[src/rtl/control_sequencer_pkg.sv]
// Shared definitions for the hardwired control sequencer: state encoding, IR field
// positions, ISA opcodes, ALU operation codes and the opcode-to-ALU-op table.
package control_sequencer_pkg;

    typedef enum logic [3:0] {
        StReset, StT0, StT1, StT2, StT3, StT4, StT5, StT6, StHalt
    } state_e;

    localparam int unsigned OpMsb = 31;
    localparam int unsigned OpLsb = 27;
    localparam int unsigned RaMsb = 26;
    localparam int unsigned RaLsb = 23;
    localparam int unsigned RbMsb = 22;
    localparam int unsigned RbLsb = 19;
    localparam int unsigned RcMsb = 18;
    localparam int unsigned RcLsb = 15;

    localparam logic [4:0] OpcAdd  = 5'b00011;
    localparam logic [4:0] OpcSub  = 5'b00100;
    localparam logic [4:0] OpcAnd  = 5'b00101;
    localparam logic [4:0] OpcOr   = 5'b00110;
    localparam logic [4:0] OpcShr  = 5'b00111;
    localparam logic [4:0] OpcShra = 5'b01000;
    localparam logic [4:0] OpcShl  = 5'b01001;
    localparam logic [4:0] OpcRor  = 5'b01010;
    localparam logic [4:0] OpcRol  = 5'b01011;
    localparam logic [4:0] OpcMul  = 5'b01111;
    localparam logic [4:0] OpcDiv  = 5'b10000;
    localparam logic [4:0] OpcNeg  = 5'b10001;
    localparam logic [4:0] OpcNot  = 5'b10010;
    localparam logic [4:0] OpcNop  = 5'b11010;
    localparam logic [4:0] OpcHalt = 5'b11011;

    localparam logic [4:0] AluAdd  = 5'b00011;
    localparam logic [4:0] AluSub  = 5'b00100;
    localparam logic [4:0] AluAnd  = 5'b00101;
    localparam logic [4:0] AluOr   = 5'b00110;
    localparam logic [4:0] AluShr  = 5'b01000;
    localparam logic [4:0] AluShra = 5'b01001;
    localparam logic [4:0] AluShl  = 5'b01010;
    localparam logic [4:0] AluRor  = 5'b01011;
    localparam logic [4:0] AluRol  = 5'b01100;
    localparam logic [4:0] AluMul  = 5'b01111;
    localparam logic [4:0] AluDiv  = 5'b10000;
    localparam logic [4:0] AluNeg  = 5'b10001;
    localparam logic [4:0] AluNot  = 5'b10010;

    typedef struct packed {
        logic       valid;
        logic [4:0] op;
    } alu_map_t;

    // valid=0 marks opcodes with no execute phase (NOP, HALT, unlisted)
    function automatic alu_map_t op_map(input logic [4:0] opc);
        alu_map_t m;
        m.valid = 1'b1;
        m.op    = '0;
        case (opc)
            OpcAdd:  m.op = AluAdd;
            OpcSub:  m.op = AluSub;
            OpcAnd:  m.op = AluAnd;
            OpcOr:   m.op = AluOr;
            OpcShr:  m.op = AluShr;
            OpcShra: m.op = AluShra;
            OpcShl:  m.op = AluShl;
            OpcRor:  m.op = AluRor;
            OpcRol:  m.op = AluRol;
            OpcMul:  m.op = AluMul;
            OpcDiv:  m.op = AluDiv;
            OpcNeg:  m.op = AluNeg;
            OpcNot:  m.op = AluNot;
            default: m.valid = 1'b0;
        endcase
        return m;
    endfunction

endpackage

[src/rtl/control_sequencer_reg_sel_decoder.sv]
// Register-select decoder: 4-bit IR register field plus enable to a one-hot bus.
module control_sequencer_reg_sel_decoder #(
    parameter int unsigned NREG = 16
) (
    input  logic [3:0]      field_i,
    input  logic            en_i,
    output logic [NREG-1:0] onehot_o
);

    always_comb begin
        onehot_o = '0;
        if (en_i) begin
            onehot_o[field_i] = 1'b1;
        end
    end

endmodule

[src/rtl/control_sequencer.sv]
// Hardwired Moore control unit: fetch (T0-T2) and R-format execute (T3-T6) strobes.
// Define CU_ILLEGAL_TRAP_EN to halt on unlisted opcodes and expose the Illegal flag.
module control_sequencer
    import control_sequencer_pkg::*;
#(
    parameter int unsigned NREG = 16,
    parameter int unsigned OPW  = 5
) (
    input  logic            Clock,
    input  logic            Clear,
    input  logic [31:0]     IR,
    input  logic            Stop,
    output logic            PCout,
    output logic            PCin,
    output logic            IncPC,
    output logic            MARin,
    output logic            Read,
    output logic            MDRin,
    output logic            MDRout,
    output logic            IRin,
    output logic            Yin,
    output logic            ZLowin,
    output logic            ZHighin,
    output logic            ZLowout,
    output logic            ZHighout,
    output logic            HIin,
    output logic            LOin,
    output logic [NREG-1:0] Rin,
    output logic [NREG-1:0] Rout,
    output logic [OPW-1:0]  OP,
    output logic            Run,
`ifdef CU_ILLEGAL_TRAP_EN
    output logic            Illegal,
`endif
    output logic            InstrDone
);

    state_e   state_q, state_d;
    alu_map_t amap;
    logic [4:0] opc;
    logic is_muldiv, is_unary, is_nop, is_halt;
    logic rin_en, rb_en, rc_en;
    logic [NREG-1:0] rout_b, rout_c;
    logic unused_ir;

    assign opc       = IR[OpMsb:OpLsb];
    assign amap      = op_map(opc);
    assign is_muldiv = (opc == OpcMul) || (opc == OpcDiv);
    assign is_unary  = (opc == OpcNeg) || (opc == OpcNot);
    assign is_nop    = (opc == OpcNop);
    assign is_halt   = (opc == OpcHalt);
    assign unused_ir = ^IR[RcLsb-1:0];

`ifdef CU_ILLEGAL_TRAP_EN
    logic illegal_q, illegal_d;
    assign Illegal = illegal_q;
`endif

    always_comb begin
        state_d = state_q;
`ifdef CU_ILLEGAL_TRAP_EN
        illegal_d = illegal_q;
`endif
        unique case (state_q)
            StReset: state_d = StT0;
            StT0:    state_d = StT1;
            StT1:    state_d = StT2;
            // IR must already carry the fetched opcode late in T2 for the NOP/HALT branch
            StT2: begin
                if (is_halt) begin
                    state_d = StHalt;
                end else if (amap.valid) begin
                    state_d = StT3;
                end else begin
`ifdef CU_ILLEGAL_TRAP_EN
                    if (is_nop) begin
                        state_d = StT0;
                    end else begin
                        state_d   = StHalt;
                        illegal_d = 1'b1;
                    end
`else
                    state_d = StT0;
`endif
                end
            end
            StT3:    state_d = StT4;
            StT4:    state_d = StT5;
            StT5:    state_d = is_muldiv ? StT6 : StT0;
            StT6:    state_d = StT0;
            StHalt:  state_d = StHalt;
            default: state_d = StReset;
        endcase
        if ((state_d == StT0) && Stop) begin
            state_d = StHalt;
        end
    end

    always_ff @(posedge Clock or posedge Clear) begin
        if (Clear) begin
            state_q <= StReset;
`ifdef CU_ILLEGAL_TRAP_EN
            illegal_q <= 1'b0;
`endif
        end else begin
            state_q <= state_d;
`ifdef CU_ILLEGAL_TRAP_EN
            illegal_q <= illegal_d;
`endif
        end
    end

    assign rin_en = (state_q == StT5) && !is_muldiv;
    assign rb_en  = (state_q == StT3);
    assign rc_en  = (state_q == StT4) && !is_unary;

    control_sequencer_reg_sel_decoder #(.NREG(NREG)) u_ra_dec (
        .field_i  (IR[RaMsb:RaLsb]),
        .en_i     (rin_en),
        .onehot_o (Rin)
    );

    control_sequencer_reg_sel_decoder #(.NREG(NREG)) u_rb_dec (
        .field_i  (IR[RbMsb:RbLsb]),
        .en_i     (rb_en),
        .onehot_o (rout_b)
    );

    control_sequencer_reg_sel_decoder #(.NREG(NREG)) u_rc_dec (
        .field_i  (IR[RcMsb:RcLsb]),
        .en_i     (rc_en),
        .onehot_o (rout_c)
    );

    // rb_en and rc_en are never both high, so the OR stays one-hot
    assign Rout = rout_b | rout_c;

    always_comb begin
        PCout     = 1'b0;
        PCin      = 1'b0;
        IncPC     = 1'b0;
        MARin     = 1'b0;
        Read      = 1'b0;
        MDRin     = 1'b0;
        MDRout    = 1'b0;
        IRin      = 1'b0;
        Yin       = 1'b0;
        ZLowin    = 1'b0;
        ZHighin   = 1'b0;
        ZLowout   = 1'b0;
        ZHighout  = 1'b0;
        HIin      = 1'b0;
        LOin      = 1'b0;
        OP        = '0;
        InstrDone = 1'b0;
        Run       = (state_q != StReset) && (state_q != StHalt);
        unique case (state_q)
            StT0: begin
                PCout  = 1'b1;
                MARin  = 1'b1;
                IncPC  = 1'b1;
                ZLowin = 1'b1;
            end
            StT1: begin
                ZLowout = 1'b1;
                PCin    = 1'b1;
                Read    = 1'b1;
                MDRin   = 1'b1;
            end
            StT2: begin
                MDRout = 1'b1;
                IRin   = 1'b1;
`ifdef CU_ILLEGAL_TRAP_EN
                InstrDone = is_nop;
`else
                InstrDone = !amap.valid && !is_halt;
`endif
            end
            StT3: Yin = 1'b1;
            StT4: begin
                OP      = OPW'(amap.op);
                ZLowin  = 1'b1;
                ZHighin = 1'b1;
            end
            StT5: begin
                ZLowout   = 1'b1;
                LOin      = is_muldiv;
                InstrDone = !is_muldiv;
            end
            StT6: begin
                ZHighout  = 1'b1;
                HIin      = 1'b1;
                InstrDone = 1'b1;
            end
            default: ;
        endcase
    end

endmodule

[config.mk]
export PLATFORM = sky130hd
export DESIGN_NAME = control_sequencer
export DESIGN_NICKNAME = d
export VERILOG_FILES = /design/src/rtl/control_sequencer_pkg.sv /design/src/rtl/control_sequencer_reg_sel_decoder.sv /design/src/rtl/control_sequencer.sv
export SDC_FILE = /design/constraint.sdc
export NUM_CORES = 1
export LEC_CHECK = 0
export ABC_AREA = 1
export ABC_CLOCK_PERIOD_IN_PS = 2550
export BUFFER_PORTS_ARGS = -buffer_cell sky130_fd_sc_hd__buf_2
export CAP_MARGIN = 20
export CORE_MARGIN = 1.5
export CORE_UTILIZATION = 42
export CTS_BUF_LIST = sky130_fd_sc_hd__clkbuf_4 sky130_fd_sc_hd__clkbuf_8
export DETAILED_ROUTE_END_ITERATION = 8
export PLACE_DENSITY = 0.9
export SLEW_MARGIN = 10
export SYNTH_ARGS = -nofsm -noshare
export SYNTH_HDL_FRONTEND = slang
export SYNTH_SLANG_ARGS = --single-unit
export TNS_END_PERCENT = 1
[constraint.sdc]
create_clock -name Clock -period 2.55 [get_ports Clock]
set_input_delay 0.1275 -clock Clock [delete_from_list [all_inputs] [get_ports Clock]]
set_output_delay 0.1275 -clock Clock [all_outputs]
set_load 0.005 [all_outputs]
**Yosys cells after proc, flatten, opt, wreduce, memory -nomap -nowiden**

Index checks and enable logic that the tools add are counted.

- Bitwise logic cells: 1
- Mux-type cells: 27
- $lt $le $gt $ge: 6
- Equal/unequal tests: 24
- Reduce and logical (&&, ||, !) cells: 20

Operators with widths:

| operator | number |
|---|---|
| $pmux 5 s13 | 1 |
| $mux 16 | 3 |
| $pmux 4 s8 | 1 |
| $eq 5x4->1 const B | 5 |
| $eq 5x3->1 const B | 4 |
| $eq 5x5->1 const B | 4 |
| $eq 4x3->1 const B | 4 |
| $or 16x16->16 | 1 |
| $lt 4x5->1 const B | 3 |
| $mux 1 | 13 |
| $reduce_or 13->1 | 1 |
| $demux 1 s4 | 3 |
| $ge 4x1->1 const B | 3 |
| $eq 4x1->1 const B | 2 |
| $eq 4x2->1 const B | 2 |
| $logic_and 1x1->1 | 8 |
| $mux 4 | 2 |
| $mux 3 | 2 |
| $reduce_or 2->1 | 3 |
| $eq 5x2->1 const B | 1 |
| $mux 5 | 1 |
| $eq 4x4->1 const B | 1 |
| $logic_not 1->1 | 4 |
| $logic_not 4->1 | 1 |
| 4 further kinds | 5 |

- Output and inout port bits: 54
- Input port bits: 35
- Bits in registers: 4

**Depth between registers and ports, before layout**

- Depth in word-level cells: 9
- Gate-level depth with buffers: 9
- Mapped depth without buffers: 9

**Modules after synthesis**

From an unflattened synthesis, not the netlist that was laid out.

- Cells, all modules: 226
- Area total of the unflattened synthesis: 1,102.3 sq um

By module, submodules not included:

| module | instances | cells each | area each (sq um) |
|---|---|---|---|
| control_sequencer | 1 | 138 | 755.7 |
| control_sequencer_reg_sel_decoder (u_ra_dec ...) | 2 | 28 | 110.1 |
| control_sequencer_reg_sel_decoder (u_rc_dec) | 1 | 32 | 126.4 |

**Worst setup path before layout**

Ideal clock, no wire load.

- Path kind: register -> output
- Start point: register state_q[3]
- End point: output port Rout[10]
- Stages on the path, launching flop included: 8
- Path slack: 1,176 ps
- Data arrival time: 1,247 ps
- Required time: 2,423 ps
- Path through: dfrtp_1 -> nor2_2 -> inv_2 -> nor2_2 -> inv_2 -> nor2_2 -> nand3_1 -> o22ai_1

- Cells in the longest elaborated chain, start to end: 4

RTL lines:

| element | RTL line | text |
|---|---|---|
| from (decl) | control_sequencer.sv:38 | `state_e state_q, state_d;` |
| from (signal assigned) | control_sequencer.sv:101 | `state_q <= StReset;` |
| from (signal assigned) | control_sequencer.sv:106 | `state_q <= state_d;` |
| $eq 4x3->1 | control_sequencer.sv:115 | `assign rc_en = (state_q == StT4) && !is_unary;` |
| $logic_and 1x1->1 | control_sequencer.sv:115 |  |
| $mux 16 | control_sequencer_reg_sel_decoder.sv:12 | `if (en_i) begin` |
| $or 16x16->16 * | control_sequencer.sv:136 | `assign Rout = rout_b \| rout_c;` |
| to (decl) | control_sequencer.sv:29 | `output logic [NREG-1:0] Rout,` |

Mark *: on every way between the ends. The rest lies on a longest branch, timed or not.

**Final worst setup path**

- Start point: register state_q[3]
- End point: output port Rout[3]

The elaborated chain is that of the path after synthesis.

==> results.yml <==
pwr:
  seq_power_share_pct: 21.1
  power_frac_clock_pct: 12.7
  power_mw: 0.602
  p_comb_share_pct: 66.1
  p_sw_share_pct: 50.3
  ir_worst_vdd_mv: 0.467
  internal-power_mw: 0.299
  p_switching_mw: 0.303
  leakagePower_nw: 0.863
  power_density_nw_per_um2: 435
clock_tree:
  cts_setup_buffers: 0
  clkSinkCount: 4
  cts_buffers: 3
  root_buffer: "clkbuf_4"
  htree_num_levels: 1
  cts_tree: "yes"
  cts_buffer_depth: 2
  insertion_delay_ns: 0.23
  cts_hold_buf: 1
  cts_resized: 0
  path_clk_slew_ns: 0.04
synth:
  netlist_area_sq_um: 997
  postSynthCellCount: 188
  synth.distinct_cells: 25
  ys_seq_area_share_pct: 10.0
  synth_fp_nets: 223
  yosys_register_bits: 4
  postSynthAreaPerCell_sq_um: 5.30
  synth_warnings: 0
sta:
  slew_headroom_pct: 77.7
  worst_pin_slew_ns: 0.332
  setup_viol: 0
  fmaxAchievable_mhz: 531
  rsz0062_at_grt: "false"
  hold_viol: 0
  slew_violations: 0
  min_period_ns: 1.88
  layout_setup_ws_ns: 0.668
  finClkSkew_ns: 0.00144
  fin_crit_sh_pct: 73.8
  tns_ns: 0
finish:
  max_flop_register: "state_q"
  final_common_cell: "buf_2"
  diodes: 0
  nFillCells: 236
  final_cell_mix: "buf_2, nor2_1, inv_1, nand2_1, o22ai_1"
  largest_reg_flops: 4
  area_delta_synth_final_pct: 38.9
  top_regs: "state_q: 4 flops"
  drive_above_1_share_pct: 39.0
  fin_util_pct: 62.0
  final_nets: 296
  fin_area_sq_um: 1390
grt:
  antenna_found_initial: 0
  grt_usage_pct: 20.4
  grt_pass1_vias: 1083
  grt_pass1_wl_mm: 4.35
  grt_overflow: 0
  grt_max_degree: 7
worst_setup_path:
  crit_path_max_fanout: 6
  ff2ff_setup_slack_ns: 1.08
  cp-start-kind: "register"
  worstPathArrival_ns: 1.75
  end_kind: "output pin"
  r2r_cells: 7
  path_class: "register to output pin"
  cp.required_ns: 2.42
  worstReg2RegEnd: "state_q[0]"
  r2r_start: "state_q[3]"
floorplanning:
  io_pins: 89
  die_area_sq_um: 2680
  die_w_microns: 51.7
  placeableCoreArea_sq_um: 2230
  fp-row-count: 17
  start_util_pct: 44.6
  die_h_microns: 51.7
drt:
  num_vias: 1380
  via_per_inst: 4.81
  initialDrtViolationCount: 37
  wire_per_inst_microns: 9.53
  drcViolationCount: 0
  drt-pass1-iter-count: 4
  wl_mm: 2.74
  postRouteAntennaNets: 0
worst_hold_path:
  worstHoldPathCells: 5
  hp-class: "input pin to register"
  whs_endpoint: "state_q[3]"
  hold_start: "Stop"
place:
  dpl.hpwl_mm: 2.35
  place_ws_ns: 0.930
  io_buffers: 73
  place_area_sq_um: 1350
  gp_congestion: 0.866
flow_run:
  cap_viol_max_count: 0
status:
  outcome: "finished clean"
[cells in the mapped netlist]
cell      count  area [sq um]
nand3b_1      2          15.0
nand3_1      10          50.1
a21oi_1       4          20.0
nor3_4        1          16.3
nor2_4        1          11.3
or2_2         2          12.5
nand3_2       6          60.1
buf_4         6          45.0
a21oi_4       1          16.3
a21boi_1      1          7.51
nand2_1      35           131
nor2_2        4          25.0
nand4_1       1          6.26
dfrtp_1       4           100
o31a_1        1          8.76
o21ai_0       2          10.0
inv_2         6          22.5
o22ai_1      13          81.3
nor2_1       45           169
a211oi_2      1          12.5
nand2_2       2          12.5
nor3_2        1          10.0
a211oi_1      1          7.51
inv_1        35           131
o21ai_1       3          15.0
[routing by layer]
| metal | vias to the layer above | part of all wire [%] | wire length, microns | track usage [%] |
|---|---|---|---|---|
| met3 | 2 | 7.3 | 200 | 2.30 |
| met1 | 590 | 46 | 1270 | 27.5 |
| met2 | 55 | 46 | 1250 | 34.6 |
| met5 | - | 0 | 0 | 0 |
| met4 | 0 | 0.51 | 14 | 5.26 |
| li1 | 733 | - | - | - |
[critical path, cell delays in order, from the launching register on]
cell	delay, ns
dfrtp_1	0.44
nor2_2	0.17
inv_2	0.09
nor2_2	0.10
inv_2	0.04
nor2_2	0.17
nand3_1	0.18
o22ai_1	0.20
buf_2	0.14
[cell families (layout without fill, tap and decap cells)]
kind of cell	after synthesis	after routing	share of synthesized area [%]
buf+inv	47	118	19.9
simple gates	110	110	52.1
flops	4	4	10.0
compound gates	27	27	17.9
[area by class of cell]
| cell class | count | area, sq um | area share [%] |
|---|---|---|---|
| clock buffers | 3 | 22.5 | 1.63 |
| inverters | 41 | 154 | 11.1 |
| well taps | 28 | 35.0 | 2.53 |
| repair buffers | 74 | 375 | 27.1 |
| flip-flops and latches | 4 | 100 | 7.23 |
| multi-input cells | 137 | 698 | 50.4 |
[how the worst max path moves through the flow]
stage	startpoint	endpoint	slack, ns	cells past startpoint
floorplan	state_q[3]	Rout[10]	1.18	7
global placement	state_q[3]	Rout[7]	0.94	8
detailed placement	state_q[3]	Rout[7]	0.93	8
CTS	state_q[3]	Rout[7]	0.67	8
global route	state_q[3]	Rout[14]	0.46	8
finish	state_q[3]	Rout[3]	0.67	8
[power groups by stage]
| stage | clock, mW | sequential (mW) | combinational (mW) |
|---|---|---|---|
| floorplan | 0 | 0.119 | 0.298 |
| global placement | 0 | 0.125 | 0.391 |
| detailed placement | 0 | 0.127 | 0.400 |
| CTS | 0.0800 | 0.126 | 0.403 |
| global route | 0.0882 | 0.134 | 0.459 |
| finish | 0.0766 | 0.127 | 0.398 |
[per-stage QoR]
step	hold slack, ns	cells
global route	0.263	287
floorplan	-0.106	188
finish	0.254	287
global placement	0.00413	283
detailed placement	0.0104	283
CTS	0.256	287
Note: power is estimated with default switching activity, not from simulation.
